[config.mk]
export PLATFORM = sky130hd
export DESIGN_NAME = i2s_rx_ctrl
export DESIGN_NICKNAME = d
export VERILOG_FILES = /design/src/rtl/i2s_pkg.sv /design/src/rtl/i2s_rx_deser.sv /design/src/rtl/i2s_rx_ctrl.sv
export SDC_FILE = /design/constraint.sdc
export NUM_CORES = 1
export LEC_CHECK = 0
export BUFFER_PORTS_ARGS = -buffer_cell sky130_fd_sc_hd__buf_4
export CAP_MARGIN = 0
export CORE_ASPECT_RATIO = 0.5
export CORE_MARGIN = 5
export CORE_UTILIZATION = 55
export DETAILED_ROUTE_END_ITERATION = 6
export GPL_TIMING_DRIVEN = 1
export MAX_ROUTING_LAYER = met4
export PLACE_DENSITY = 0.81
export SYNTH_ARGS = -nofsm -noshare
export SYNTH_HDL_FRONTEND = slang
export SYNTH_SLANG_ARGS = --single-unit
export TNS_END_PERCENT = 1
[constraint.sdc]
create_clock -name clk_i -period 3.4 [get_ports clk_i]
set_clock_uncertainty 0.1 [all_clocks]
set_input_delay 0.68 -clock clk_i [delete_from_list [all_inputs] [get_ports clk_i]]
set_output_delay 0.68 -clock clk_i [all_outputs]
set_load 0.01 [all_outputs]
[src/rtl/i2s_pkg.sv]
`default_nettype none
//------------------------------------------------------------------------------
// Module   : i2s_pkg
// Purpose  : Shared types and defaults for the I2S microphone receive path.
//            Holds the receive-controller state encoding, the stereo pair
//            container and the clock-generator-matching defaults.
// Revision : 1.0 - initial release
//------------------------------------------------------------------------------
package i2s_pkg;

    // Defaults that must agree with i2s_clock_gen
    localparam int   I2S_SCKS_PER_HALF_DEF = 32;
    localparam logic I2S_WS_POL_DEF        = 1'b0;

    // Widest channel word carried by i2s_pair_t; DATA_W must not exceed it
    localparam int   I2S_MAX_DATA_W        = 32;

    typedef enum logic [1:0] {
        ST_IDLE    = 2'd0,
        ST_WARMUP  = 2'd1,
        ST_ALIGN   = 2'd2,
        ST_CAPTURE = 2'd3
    } i2s_rx_state_e;

    typedef struct packed {
        logic [I2S_MAX_DATA_W-1:0] left;
        logic [I2S_MAX_DATA_W-1:0] right;
    } i2s_pair_t;

    // True when the WS level selects the left channel
    function automatic logic ws_is_left(input logic ws, input logic pol);
        return (ws == pol);
    endfunction

endpackage : i2s_pkg
`default_nettype wire

[src/rtl/i2s_rx_deser.sv]
`default_nettype none
//------------------------------------------------------------------------------
// Module   : i2s_rx_deser
// Purpose  : I2S bit-level deserializer. Detects SCK rising edges, tracks the
//            WS level and bit position, shifts MSB-first words into per-channel
//            registers and pulses pair_ready_o when a complete left/right pair
//            is closed by a WS change back to the left channel.
// Revision : 1.0 - initial release
//------------------------------------------------------------------------------
module i2s_rx_deser
    import i2s_pkg::*;
#(
    parameter int   DATA_W        = 24,
    parameter int   SCKS_PER_HALF = I2S_SCKS_PER_HALF_DEF,
    parameter logic WS_POL        = I2S_WS_POL_DEF
) (
    input  logic      clk_i,
    input  logic      rst_i,
    input  logic      capture_i,     // 0: hold in frame-aligned start state
    input  logic      sck_i,
    input  logic      ws_i,
    input  logic      sd_i,
    output logic      pair_ready_o,
    output i2s_pair_t pair_o
);

    localparam int                c_IDX_W    = $clog2(SCKS_PER_HALF + 1);
    localparam logic [c_IDX_W-1:0] c_IDX_MAX  = c_IDX_W'(SCKS_PER_HALF);
    localparam logic [c_IDX_W-1:0] c_IDX_LAST = c_IDX_W'(DATA_W);
    localparam logic [c_IDX_W-1:0] c_IDX_ONE  = c_IDX_W'(1);

    logic                sck_d_q;
    logic                ws_last_q, ws_last_d;
    logic [c_IDX_W-1:0]  bit_idx_q, bit_idx_d;
    logic                l_done_q, l_done_d;
    logic                r_done_q, r_done_d;
    logic [DATA_W-1:0]   l_sh_q, l_sh_d;
    logic [DATA_W-1:0]   r_sh_q, r_sh_d;

    logic                w_sck_rise;
    logic                w_ws_change;
    logic                w_left;
    logic [c_IDX_W-1:0]  w_idx;
    logic                w_in_word;
    logic [DATA_W-1:0]   w_l_shift;
    logic [DATA_W-1:0]   w_r_shift;

    // Shifted versions of each channel register with sd_i entering at the LSB
    if (DATA_W > 1) begin : g_shift_multi
        assign w_l_shift = {l_sh_q[DATA_W-2:0], sd_i};
        assign w_r_shift = {r_sh_q[DATA_W-2:0], sd_i};
    end else begin : g_shift_single
        assign w_l_shift = sd_i;
        assign w_r_shift = sd_i;
    end

    assign w_sck_rise  = sck_i & ~sck_d_q;
    assign w_ws_change = (ws_i != ws_last_q);
    assign w_left      = ws_is_left(ws_i, WS_POL);
    // Slot 0 after a WS change carries the previous word's LSB and is skipped
    assign w_idx       = w_ws_change ? '0 : bit_idx_q;
    assign w_in_word   = (w_idx != '0) && (w_idx <= c_IDX_LAST);

    assign pair_o.left  = I2S_MAX_DATA_W'(l_sh_q);
    assign pair_o.right = I2S_MAX_DATA_W'(r_sh_q);

    // Next-state for bit tracking, shift registers, done flags and pair pulse
    always_comb begin
        ws_last_d    = ws_last_q;
        bit_idx_d    = bit_idx_q;
        l_done_d     = l_done_q;
        r_done_d     = r_done_q;
        l_sh_d       = l_sh_q;
        r_sh_d       = r_sh_q;
        pair_ready_o = 1'b0;

        if (!capture_i) begin
            // Start state assumes the last WS seen was the right channel so the
            // first left edge is treated as a channel change.
            ws_last_d = ~WS_POL;
            bit_idx_d = '0;
            l_done_d  = 1'b0;
            r_done_d  = 1'b0;
        end else if (w_sck_rise) begin
            if (w_ws_change) begin
                bit_idx_d = c_IDX_ONE;
                ws_last_d = ws_i;
                if (w_left) begin
                    pair_ready_o = l_done_q & r_done_q;
                    l_done_d     = 1'b0;
                    r_done_d     = 1'b0;
                end
            end else if (bit_idx_q != c_IDX_MAX) begin
                bit_idx_d = bit_idx_q + c_IDX_ONE;
            end

            if (w_in_word) begin
                if (w_left) begin
                    l_sh_d = w_l_shift;
                end else begin
                    r_sh_d = w_r_shift;
                end
            end

            if (w_idx == c_IDX_LAST) begin
                if (w_left) begin
                    l_done_d = 1'b1;
                end else begin
                    r_done_d = 1'b1;
                end
            end
        end
    end

    // Deserializer state registers
    always_ff @(posedge clk_i) begin
        if (rst_i) begin
            sck_d_q   <= 1'b0;
            ws_last_q <= ~WS_POL;
            bit_idx_q <= '0;
            l_done_q  <= 1'b0;
            r_done_q  <= 1'b0;
            l_sh_q    <= '0;
            r_sh_q    <= '0;
        end else begin
            sck_d_q   <= sck_i;
            ws_last_q <= ws_last_d;
            bit_idx_q <= bit_idx_d;
            l_done_q  <= l_done_d;
            r_done_q  <= r_done_d;
            l_sh_q    <= l_sh_d;
            r_sh_q    <= r_sh_d;
        end
    end

endmodule : i2s_rx_deser
`default_nettype wire

[src/rtl/i2s_rx_ctrl.sv]
`default_nettype none
//------------------------------------------------------------------------------
// Module   : i2s_rx_ctrl
// Purpose  : I2S microphone receive sequencer. Holds the clock generator in
//            reset while idle, discards WARMUP_FRAMES frames after enable,
//            aligns to a frame start and delivers stereo pairs over a
//            valid/ready handshake with sticky overflow reporting.
// Options  : `I2S_RX_CTRL_STATS_EN builds committed/dropped pair counters;
//            without it frame_count_o and drop_count_o are tied to zero.
// Revision : 1.0 - initial release
//------------------------------------------------------------------------------
module i2s_rx_ctrl
    import i2s_pkg::*;
#(
    parameter int   DATA_W        = 24,
    parameter int   SCKS_PER_HALF = I2S_SCKS_PER_HALF_DEF,
    parameter logic WS_POL        = I2S_WS_POL_DEF,
    parameter int   WARMUP_FRAMES = 1024
) (
    input  logic              clk_i,
    input  logic              rst_i,
    input  logic              enable_i,
    input  logic              clear_ovf_i,
    input  logic              sck_i,
    input  logic              ws_i,
    input  logic              frame_start_i,
    input  logic              sd_i,
    output logic              clkgen_rst_no,
    output logic              sample_valid_o,
    input  logic              sample_ready_i,
    output logic [DATA_W-1:0] left_o,
    output logic [DATA_W-1:0] right_o,
    output logic              overflow_o,
    output logic [1:0]        state_o,
    output logic [15:0]       frame_count_o,
    output logic [15:0]       drop_count_o
);

    localparam int                  c_WCNT_W   = $clog2(WARMUP_FRAMES + 1);
    localparam logic [c_WCNT_W-1:0] c_WARM_TGT = c_WCNT_W'(WARMUP_FRAMES);
    localparam logic [c_WCNT_W-1:0] c_WARM_ONE = c_WCNT_W'(1);

    i2s_rx_state_e        state_q, state_d;
    logic [c_WCNT_W-1:0]  warm_cnt_q, warm_cnt_d;
    logic                 clkgen_q;
    logic                 valid_q, valid_d;
    logic                 ovf_q, ovf_d;
    i2s_pair_t            pair_q, pair_d;

    logic                 w_pair_ready;
    i2s_pair_t            w_pair;
    logic                 w_disable;
    logic                 w_commit;
    logic                 w_accept;
    logic                 w_drop;
    logic [c_WCNT_W-1:0]  w_warm_inc;

    i2s_rx_deser #(
        .DATA_W        (DATA_W),
        .SCKS_PER_HALF (SCKS_PER_HALF),
        .WS_POL        (WS_POL)
    ) u_deser (
        .clk_i         (clk_i),
        .rst_i         (rst_i),
        .capture_i     (state_q == ST_CAPTURE),
        .sck_i         (sck_i),
        .ws_i          (ws_i),
        .sd_i          (sd_i),
        .pair_ready_o  (w_pair_ready),
        .pair_o        (w_pair)
    );

    assign w_disable  = (state_q != ST_IDLE) && !enable_i;
    assign w_commit   = w_pair_ready && (state_q == ST_CAPTURE) && !w_disable;
    assign w_accept   = w_commit && (!valid_q || sample_ready_i);
    assign w_drop     = w_commit && !w_accept;
    assign w_warm_inc = warm_cnt_q + c_WARM_ONE;

    // FSM next-state and warm-up frame counting
    always_comb begin
        state_d    = state_q;
        warm_cnt_d = warm_cnt_q;

        case (state_q)
            ST_IDLE: begin
                if (enable_i) begin
                    state_d = ST_WARMUP;
                end
            end
            ST_WARMUP: begin
                if (frame_start_i) begin
                    warm_cnt_d = w_warm_inc;
                    if (w_warm_inc == c_WARM_TGT) begin
                        state_d = ST_ALIGN;
                    end
                end
            end
            ST_ALIGN: begin
                if (frame_start_i) begin
                    state_d = ST_CAPTURE;
                end
            end
            ST_CAPTURE: begin
                state_d = ST_CAPTURE;
            end
            default: begin
                state_d = ST_IDLE;
            end
        endcase

        if (w_disable) begin
            state_d = ST_IDLE;
        end

        // The counter only carries a value while warming up
        if (state_d != ST_WARMUP) begin
            warm_cnt_d = '0;
        end
    end

    // FSM state register and clock-generator reset (lags the state by a cycle)
    always_ff @(posedge clk_i) begin
        if (rst_i) begin
            state_q    <= ST_IDLE;
            warm_cnt_q <= '0;
            clkgen_q   <= 1'b0;
        end else begin
            state_q    <= state_d;
            warm_cnt_q <= warm_cnt_d;
            clkgen_q   <= (state_q != ST_IDLE);
        end
    end

    // Handshake, held pair and sticky overflow next-state
    always_comb begin
        valid_d = valid_q;
        pair_d  = pair_q;
        ovf_d   = ovf_q;

        if (valid_q && sample_ready_i) begin
            valid_d = 1'b0;
        end
        if (w_accept) begin
            pair_d  = w_pair;
            valid_d = 1'b1;
        end
        if (w_disable) begin
            valid_d = 1'b0;
        end

        // A drop in the same cycle as a clear leaves the flag set
        if (clear_ovf_i) begin
            ovf_d = 1'b0;
        end
        if (w_drop) begin
            ovf_d = 1'b1;
        end
    end

    // Handshake, held pair and overflow registers
    always_ff @(posedge clk_i) begin
        if (rst_i) begin
            valid_q <= 1'b0;
            pair_q  <= '0;
            ovf_q   <= 1'b0;
        end else begin
            valid_q <= valid_d;
            pair_q  <= pair_d;
            ovf_q   <= ovf_d;
        end
    end

    // Bits of the shared pair container above DATA_W are never driven non-zero
    if (DATA_W < I2S_MAX_DATA_W) begin : g_pair_pad
        logic w_unused_pad;
        assign w_unused_pad = ^{pair_q.left[I2S_MAX_DATA_W-1:DATA_W],
                                pair_q.right[I2S_MAX_DATA_W-1:DATA_W]};
    end

`ifdef I2S_RX_CTRL_STATS_EN
    logic [15:0] frame_cnt_q;
    logic [15:0] drop_cnt_q;

    // Committed and dropped pair counters, wrapping at 2^16
    always_ff @(posedge clk_i) begin
        if (rst_i) begin
            frame_cnt_q <= '0;
            drop_cnt_q  <= '0;
        end else begin
            if (w_accept) begin
                frame_cnt_q <= frame_cnt_q + 16'd1;
            end
            if (w_drop) begin
                drop_cnt_q <= drop_cnt_q + 16'd1;
            end
        end
    end

    assign frame_count_o = frame_cnt_q;
    assign drop_count_o  = drop_cnt_q;
`else
    assign frame_count_o = '0;
    assign drop_count_o  = '0;
`endif

    assign clkgen_rst_no  = clkgen_q;
    assign sample_valid_o = valid_q;
    assign left_o         = pair_q.left[DATA_W-1:0];
    assign right_o        = pair_q.right[DATA_W-1:0];
    assign overflow_o     = ovf_q;
    assign state_o        = state_q;

endmodule : i2s_rx_ctrl
`default_nettype wire

### Word level (Yosys, flattened, before mapping)

Cells that the tools add are included.
W data, S select, Z words.

* mux-type cells: 25
* order comparisons: 1
* reductions and logical operators: 26
* bitwise operators: 5
* add/sub/neg operators: 2
* equal/unequal tests: 8

Operators with widths (number)
* $mux W6: 3
* $mux W1: 16
* $add A11 B1 Y11 const B: 1
* $eq A11 B11 Y1 const B: 1
* $mux W2: 5
* $pmux W2 S4: 1
* $reduce_and A4 Y1: 2
* $reduce_bool A2 Y1: 4
* $logic_and A1 B1 Y1: 7
* $add A6 B1 Y6 const B: 1
* $eq A6 B5 Y1 const B: 1
* $le A6 B5 Y1 const B: 1
* $ne A6 B6 Y1 const B: 1
* $reduce_and A2 Y1: 3
* $reduce_bool A6 Y1: 1
* $reduce_or A2 Y1: 3
* $eq A2 B2 Y1 const B: 2
* $logic_not A1 Y1: 4
* $not A1 Y1: 3
* $and A1 B1 Y1: 2
* $eq A2 B1 Y1 const B: 1
* $logic_not A2 Y1: 1
* $ne A2 B1 Y1 const B: 1
* $logic_or A1 B1 Y1: 1
* $ne A1 B1 Y1: 1

* output and inout port bits: 85
* logic and storage cells: 81
* flip-flop bits (word level): 122
* input bits: 9

### Longest topological paths before layout

Gate-level depths: netlist of run 1.

* depth after elaboration: 11
* depth in mapped cells: 8
* depth with buffers taken out: 6

### Hierarchy

Synthesis of run 1 repeated with hierarchy kept, for this count alone.

* cells, all modules: 585
* area total of the unflattened synthesis: 5262.5 µm²

By module, submodules not included
* i2s_rx_ctrl: area each 2757.6 µm², seq. area each 1281.2 µm², instances 1, cells an instance 348
* i2s_rx_deser: area each 2504.9 µm², seq. area each 1161.1 µm², instances 1, cells an instance 237

### Least setup slack after synthesis of run 1

Ideal clock, no wire load.

* kind: in2reg
* from: input port ws_i
* to: register pair_q (netlist bit left_o[0])
* stages: 8
* slack: 1.101 ns
* path buffers: 3
* required time: 3.172 ns
* setup time: 0.128 ns
* arrival: 2.072 ns
* path through: buf_2 nand4bb_1 nor3_1 nand3_1 buf_2 buf_2 mux2i_1 nor2_1

* longest elaborated chain between the ends: 7
* elaborated cells between the ends (all ways): 8
* those cells by class: eq/ne (1); mux (4); reduce/logical (3)

RTL lines
* from (decl): line i2s_rx_ctrl.sv:25 `input logic ws_i,`
* $mux W1 / $ne A1 B1 Y1 (equally long branches): line i2s_rx_deser.sv:88, i2s_rx_deser.sv:58
* $mux W1 (*): line i2s_rx_deser.sv:85 `if (w_ws_change) begin`
* $mux W1 (*): line i2s_rx_deser.sv:84 `end else if (w_sck_rise) begin`
* $mux W1 (*): line i2s_rx_deser.sv:77 `if (!capture_i) begin`
* $logic_and A1 B1 Y1 (*) (2 in a row): line i2s_rx_ctrl.sv:74 `assign w_commit = w_pair_ready && (state_q == ST_CAPTURE) && !w_disable;`
* $logic_and A1 B1 Y1 (*): line i2s_rx_ctrl.sv:75 `assign w_accept = w_commit && (!valid_q || sample_ready_i);`
* to (signal assigned): line i2s_rx_ctrl.sv:168 `pair_q <= pair_d;`
* to (decl): line i2s_rx_ctrl.sv:48 `i2s_pair_t pair_q, pair_d;`

Mark *: on every way between the ends. The rest lies on a longest branch, timed or not.
A chain may end at the register's enable or synchronous reset.

### Worst setup path in the final report of run 1

* from: register u_deser.bit_idx_q[0]
* to: register u_deser.r_sh_q[11]

* longest elaborated chain between the ends: 4
* elaborated cells between the ends (all ways): 5
* those cells by class: order compare (1); mux (1); reduce/logical (3)

RTL lines
* from (decl): line i2s_rx_deser.sv:34 `logic [c_IDX_W-1:0] bit_idx_q, bit_idx_d;`
* from (signal assigned): line i2s_rx_deser.sv:128 `bit_idx_q <= bit_idx_d;`
* $mux W6 (*): line i2s_rx_deser.sv:61 `assign w_idx = w_ws_change ? '0 : bit_idx_q;`
* $le A6 B5 Y1 / $reduce_bool A6 Y1 (equally long branches): line i2s_rx_deser.sv:62 `assign w_in_word = (w_idx != '0) && (w_idx <= c_IDX_LAST);`
* $logic_and A1 B1 Y1 (*): line i2s_rx_deser.sv:62
* $reduce_and A4 Y1 (no line) (*)
* to (signal assigned): line i2s_rx_deser.sv:132 `r_sh_q <= r_sh_d;`
* to (decl): line i2s_rx_deser.sv:38 `logic [DATA_W-1:0] r_sh_q, r_sh_d;`

Marks and branches as above.

==> results of run 1 <==
## stage by stage
| step | utilization (%) | area, um2 |
|---|---|---|
| 5_1_grt | 67.8 | 5960 |
| 4_1_cts | 67.8 | 5960 |
| 3_3_place_gp | 61.1 | 5380 |
| 2_1_floorplan | - | 5120 |
| 3_5_place_dp | 61.1 | 5380 |
| 6_report | 67.8 | 5960 |
## layer usage
layer	wire length, um	GRT usage, %	vias to the layer above
li1	-	-	1759
met1	4250	21.1	1632
met2	4320	25.8	80
met3	435	5.28	15
met4	140	7.36	0
met5	0	-	-
## cell families (layout without fill, tap and decap cells)
family                   after synthesis  count (layout)  synth area share (%)
AND/OR/NAND/NOR                      183             183                  17.2
flip-flops                           122             122                  48.8
multiplexers                          97              97                  19.4
buffers and inverters                 61              96                  7.68
AO/OA/AOI/OAI                         21              21                  3.25
XOR/XNOR                              16              16                  2.80
adder cells (fa/ha/maj)                3               3                 0.750
other                                  1              32                0.0749
## state kept, by name (all words and copies together) (netlist names), named ones only
| signal | cells |
|---|---|
| left_o | 24 |
| right_o | 24 |
| u_deser.l_sh_q | 24 |
| u_deser.r_sh_q | 24 |
| warm_cnt_q | 11 |
| u_deser.bit_idx_q | 6 |
| state_o | 2 |
| clkgen_rst_no | 1 |
| overflow_o | 1 |
| sample_valid_o | 1 |
| u_deser.r_done_q | 1 |
| u_deser.sck_d_q | 1 |
| u_deser.ws_last_q | 1 |
## path summary, 6_finish.rpt
path	start	end	cells after the start
hold reg to reg	u_deser.r_done_q$_SDFFE_PP0P_	u_deser.r_done_q$_SDFFE_PP0P_	2
hold / removal	u_deser.r_done_q$_SDFFE_PP0P_	u_deser.r_done_q$_SDFFE_PP0P_	2
setup / recovery	u_deser.bit_idx_q[0]$_SDFFE_PP0P_	u_deser.r_sh_q[11]$_SDFFE_PP0P_	5
setup reg to reg	u_deser.bit_idx_q[0]$_SDFFE_PP0P_	u_deser.r_sh_q[11]$_SDFFE_PP0P_	5
## power by group through the flow
stage,Combinational (uW),Sequential (uW),Clock [uW]
CTS,64.9,1430,1840
global route,73.7,1430,1910
detailed placement,64.6,1460,0
finish,65.7,1440,1810
floorplan,75.9,1470,0
global placement,64.5,1460,0
## area by class of cell
class	count	share of cell area (%)
Clock buffer	21	7.38
Multi-Input combinational cell	352	38.7
Inverter	4	0.252
Tap cell	117	2.45
Clock inverter	9	2.50
Sequential cell	122	40.9
Timing Repair Buffer	62	7.80
## critical path, delay by kind of cell, from the launching register on
family | cells | cell delay (ns)
muxes | 1 | 0.32
DFF | 1 | 0.36
and+or+nand+nor | 3 | 1.19
AOI/OAI and AO/OA | 1 | 0.44
## synthesized netlist by cell type (2+ instances only)
library cell / number
o21ai_0: 3
buf_6: 4
nor4b_1: 2
nor2_1: 109
nor4_1: 2
xnor2_1: 6
nand4_1: 7
inv_1: 4
dfxtp_1: 122
nand3b_1: 2
a31oi_1: 2
clkbuf_1: 15
nand2b_1: 3
and3_1: 2
buf_2: 4
or3_1: 2
nand3_1: 6
nor3_1: 18
o21bai_1: 3
a21oi_1: 5
buf_4: 32
buf_1: 2
nor2b_1: 3
nand2_1: 15
xor2_1: 10
mux2i_1: 97
ha_1: 3
## layout by cell type, fill, tap and decap left out, types with 2 or more instances in the layout
cell type    n
nand3_1      5
bufinv_16    4
nand2_1     15
inv_1        4
xor2_1      10
a31oi_1      2
or3_1        2
xnor2_1      6
nor2_1     109
o21bai_1     3
nand2b_1     3
nand4_1      7
nand3b_1     2
o21ai_0      3
mux2i_1     97
nor3_1      18
ha_1         3
clkbuf_16   17
a21oi_1      5
conb_1      32
nor4b_1      2
clkinv_2     4
buf_4       62
and3_1       2
dfxtp_1    122
nor4_1       2
nor2b_1      3
nand3_4      2
clkbuf_1     4
==> summary.md, run 1 <==
| Metric | Value |
|---|---|
| Total power | 3310 uW |
| Finished Layout Cells | 687 |
| Part of the cycle the worst path needs | 76.1% |
| Row count | 24 |
| Worst hold margin | 0.392 ns |
| CTS H-Tree Depth | 4 |
| Yosys warnings | 0 |
| Initial antenna violation count | 0 |
| Crit-path max FO | 24 |
| Fin. max-slew vios | 0 |
| TritonRoute pass-1 iters | 5 |
| Worst-Margin Slew | 1.00 ns |
| Setup TNS | 0 ns |
| Placed cell count | 657 |
| Fmax | 386 MHz |
| Worst path required time | 3.55 ns |
| Width of the die | 145 um |
| Via/cell ratio | 5.07 |
| Congestion Overflow GR | 0 |
| Full die area | 11200 um2 |
| Nets | 571 |
| Post-CTS sizing | 0 |
| First-pass GRT wire length | 15.0 mm |
| VDD IR max | 0.443 mV |
| Gate power share | 2.0% |
| Worst path slowest cell | or4_4 |
| Clock Sink Count | 122 |
| Post-CTS Hold Buffers | 0 |
| Mapped Avg Cell Area | 9.93 um2 |
| Worst setup SP type | register |
| Post-synth top flop | dfxtp_1 |
| PnR worst setup slack | 0.812 ns |
| Minimum clock period | 2.59 ns |
| DRT antenna net count | 0 |
| Seq/Total Area, Yosys | 48.8% |
| Starting Density | 56.9% |
| Dpl hpwl | 5.81 mm |
| Pin count of the biggest net entering global routing | 105 |
| DR iter-0 viols | 141 |
| Fillers | 699 |
| Setup Buffers After CTS | 0 |
| Status | complete, no violations |
| Post-synthesis sequential element count | 122 |
| Crit Path Class | register to register |
| Routed WL | 9.14 mm |
| Power Dens Cells | 556 nW/um2 |
| Clk root buf | clkbuf_16 |
| Finish-stage setup viols | 0 |
| Slew Limit Headroom | 33.1% |
| Synth area leaders | dfxtp_1, mux2i_1, nor2_1, buf_4, nor3_1 |
| CP max stage delay | 0.59 ns |
| Reg2Reg Setup Slack | 0.81 ns |
| CP Data Arrival Time | 2.74 ns |
| IO Pins | 94 |
| Sequential share of power | 43.3% |
| Area growth, synth to finish | 19.2% |
| Clock Latency Late Sink | 0.41 ns |
| Layout cells sized above 1 | 17.4% |
| Max cap viols | 0 |
| Via count | 3486 |
| Core area | 8800 um2 |
| Synth cell types | 48 |
| CTS tree | yes |
| Leakage | 0.00305 uW |
| Wire per inst | 13.3 um |
| Register area | 2440 um2 |
| Vias in the first global route | 3226 |
| Final hold violation count | 0 |
| Sw Ratio | 19.7% |
| Async S/R FF share, synth | 0% |
| Hold/Removal Path Class | register to register |
| Multi-input logic area | 2310 um2 |
| Routability congestion estimate | 0.830 |
| Unrepaired setup endpoints after global routing | false |
| Clock network power share | 54.7% |
| Post-place setup slack | 0.732 ns |
| CP endpoint kind | register |
| DRC viols | 0 |
| Mapped cell area | 5000 um2 |
| CTS Buf Count | 17 |
| Synthesized instance count | 504 |
| GRT Overall Usage | 17.1% |
| Top cell type's share of synthesized area | 48.8% |
| Net Sw Power | 654 uW |
| CTS Buffer Depth | 2 |
| CP cell instances | or4_4 -> a2111oi_4 -> nand4_4 -> mux2i_1 -> nor2_1 |
| Number of synthesized flops with an enable pin | 0 |
| Ant. Diodes | 0 |
| Die height | 77.4 um |
| Clk pin slew, worst setup/hold paths | 0.05 ns |
| Internal | 2660 uW |
| Cell taking the most area after synthesis | dfxtp_1 |
| Port Buffers | 61 |
No activity file was read; power rests on OpenSTA's default activity.
==> run 2: changes to the inputs <==
Clock period 3.4 ns to 2.5 ns, I/O delays scaled along.
==> run 2 against run 1 <==
Against the previous run: via count increased by 1.9%; power increased by 35%; sequential power increased by 35%; non-clock buffer count increased by 4; cell area increased by 1.1%; maximum frequency increased by 8.9%; first-iteration DRC count increased by 39%; critical endpoint is now u_deser.r_sh_q[8]$_SDFFE_PP0P_; core utilization increased by 0.73 points; sequential share of layout area decreased by 0.43 points; die area unchanged; critical path type unchanged; worst setup slack got worse by 0.69 ns; final cell count increased by 0.73%.
==> summary.md, run 2 (synthesized netlist as in run 1, its figures left out) <==
| Metric | Value |
|---|---|
| Commonest non-fill, non-tap cells in the layout | dfxtp_1, nor2_1, mux2i_1 (unchanged) |
| Fin. max-slew vios | 0 (unchanged) |
| Row count | 24 (unchanged) |
| Worst setup SP type | register (unchanged) |
| CP Data Arrival Time | 2.56 ns (was 2.74 ns) |
| First-pass GRT wire length | 16.6 mm (was 15.0 mm) |
| Hold/Removal Path Class | primary input to register (was register to register) |
| Ant. Diodes | 0 (unchanged) |
| Clock Latency Late Sink | 0.41 ns (about the same) |
| CTS Buffer Depth | 2 (unchanged) |
| TritonRoute pass-1 iters | 4 (was 5) |
| Routability congestion estimate | 0.867 (was 0.830) |
| Starting Density | 56.9% (unchanged) |
| Width of the die | 145 um (unchanged) |
| Congestion Overflow GR | 0 (unchanged) |
| Status | complete, no violations (unchanged) |
| Initial antenna violation count | 0 (unchanged) |
| Port Buffers | 61 (unchanged) |
| Setup Buffers After CTS | 0 (unchanged) |
| Minimum clock period | 2.38 ns (was 2.59 ns) |
| Post-CTS sizing | 0 (unchanged) |
| CTS H-Tree Depth | 4 (unchanged) |
| Final hold violation count | 0 (unchanged) |
| Clk pin slew, worst setup/hold paths | 0.05 ns (about the same) |
| Area growth, synth to finish | 20.5% (was 19.2%) |
| CP endpoint kind | register (unchanged) |
| DR iter-0 viols | 196 (was 141) |
| VDD IR max | 0.475 mV (was 0.443 mV) |
| Crit-path max FO | 24 (unchanged) |
| Reg2Reg Setup Slack | 0.12 ns (was 0.81 ns) |
| Commonest non-fill, non-tap cell in the layout | dfxtp_1 (unchanged) |
| Final instance area | 6030 um2 (was 5960 um2) |
| DRT antenna net count | 0 (unchanged) |
| Power Dens Cells | 745 nW/um2 (was 556 nW/um2) |
| Placed inst area | 5430 um2 (was 5380 um2) |
| Via/cell ratio | 5.13 (was 5.07) |
| Part of the cycle the worst path needs | 95.1% (was 76.1%) |
| Die height | 77.4 um (unchanged) |
| Via count | 3551 (was 3486) |
| Max cap viols | 0 (unchanged) |
| Clk root buf | clkbuf_16 (unchanged) |
| Post-CTS Hold Buffers | 0 (unchanged) |
| GRT Overall Usage | 19.0% (was 17.1%) |
| IO Pins | 94 (unchanged) |
| Pin count of the biggest net entering global routing | 77 (was 105) |
| Setup TNS | 0 ns (unchanged) |
| Vias in the first global route | 3416 (was 3226) |
| Routed WL | 9.62 mm (was 9.14 mm) |
| Core area | 8800 um2 (unchanged) |
| Post-layout util | 68.5% (was 67.8%) |
| CTS Buf Count | 17 (unchanged) |
| CTS tree | yes (unchanged) |
| Layout cells sized above 1 | 18.8% (was 17.4%) |
| Dpl hpwl | 6.15 mm (was 5.81 mm) |
| Crit Path Class | register to register (unchanged) |
| Finish-stage setup viols | 0 (unchanged) |
| Fmax | 421 MHz (was 386 MHz) |
| Total power | 4490 uW (was 3310 uW) |
| Wire per inst | 13.9 um (was 13.3 um) |
| Nets | 575 (was 571) |
| Worst path required time | 2.68 ns (was 3.55 ns) |
| Leakage | 0.00308 uW (was 0.00305 uW) |
| Unrepaired setup endpoints after global routing | false (unchanged) |
| Full die area | 11200 um2 (unchanged) |
| DRC viols | 0 (unchanged) |
| Worst hold margin | 0.238 ns (was 0.392 ns) |
| Clock Sink Count | 122 (unchanged) |
run 2: worst max-delay path, cell delays in order, from the launching register on:
cell       delay [ns]
dfxtp_1          0.36
or4_4            0.59
a2111oi_4        0.47
nand4_4          0.14
buf_4            0.29
mux2i_1          0.23
nor2_1           0.07
run 2: where the power goes:
group	internal [uW]	total, uW	leakage (uW)	switching (uW)
sequential	1950	1950	0.000983	2.53
clock	1570	2440	0.000290	877
combinational	23.2	94.2	0.00181	71.0
total	3540	4490	0.00308	950
run 2: area by class of cell:
type | instances | area, um2
well taps | 117 | 146
multi-input cells | 352 | 2310
repair buffers | 66 | 520
clock buffers | 17 | 425
clock inverters | 14 | 173
fillers | 675 | 2770
inverters | 4 | 15.0
flip-flops and latches | 122 | 2440
run 2: path summary, 6_finish.rpt:
kind / start / end / cells after the start
worst max-delay path: u_deser.bit_idx_q[0]$_SDFFE_PP0P_ / u_deser.r_sh_q[8]$_SDFFE_PP0P_ / 6
worst min-delay path: sck_i / u_deser.sck_d_q$_SDFF_PP0_ / 2
worst max register to register: u_deser.bit_idx_q[0]$_SDFFE_PP0P_ / u_deser.r_sh_q[8]$_SDFFE_PP0P_ / 6
worst min register to register: u_deser.r_done_q$_SDFFE_PP0P_ / u_deser.r_done_q$_SDFFE_PP0P_ / 2
run 2: routing by layer:
metal	track usage, %	part of all wire (%)	routed length (um)	up-vias
met2	29.6	49	4750	87
met3	4.24	4.9	468	8
li1	-	-	-	1774
met1	23.7	45	4320	1682
met4	8.75	0.81	78	0
met5	-	0	0	-
run 2: through the flow:
stage / setup slack (ns) / instances
2_1_floorplan: 0.336 / 535
3_3_place_gp: 0.267 / 661
3_5_place_dp: 0.196 / 661
4_1_cts: 0.113 / 692
5_1_grt: 0.0106 / 692
6_report: 0.124 / 692
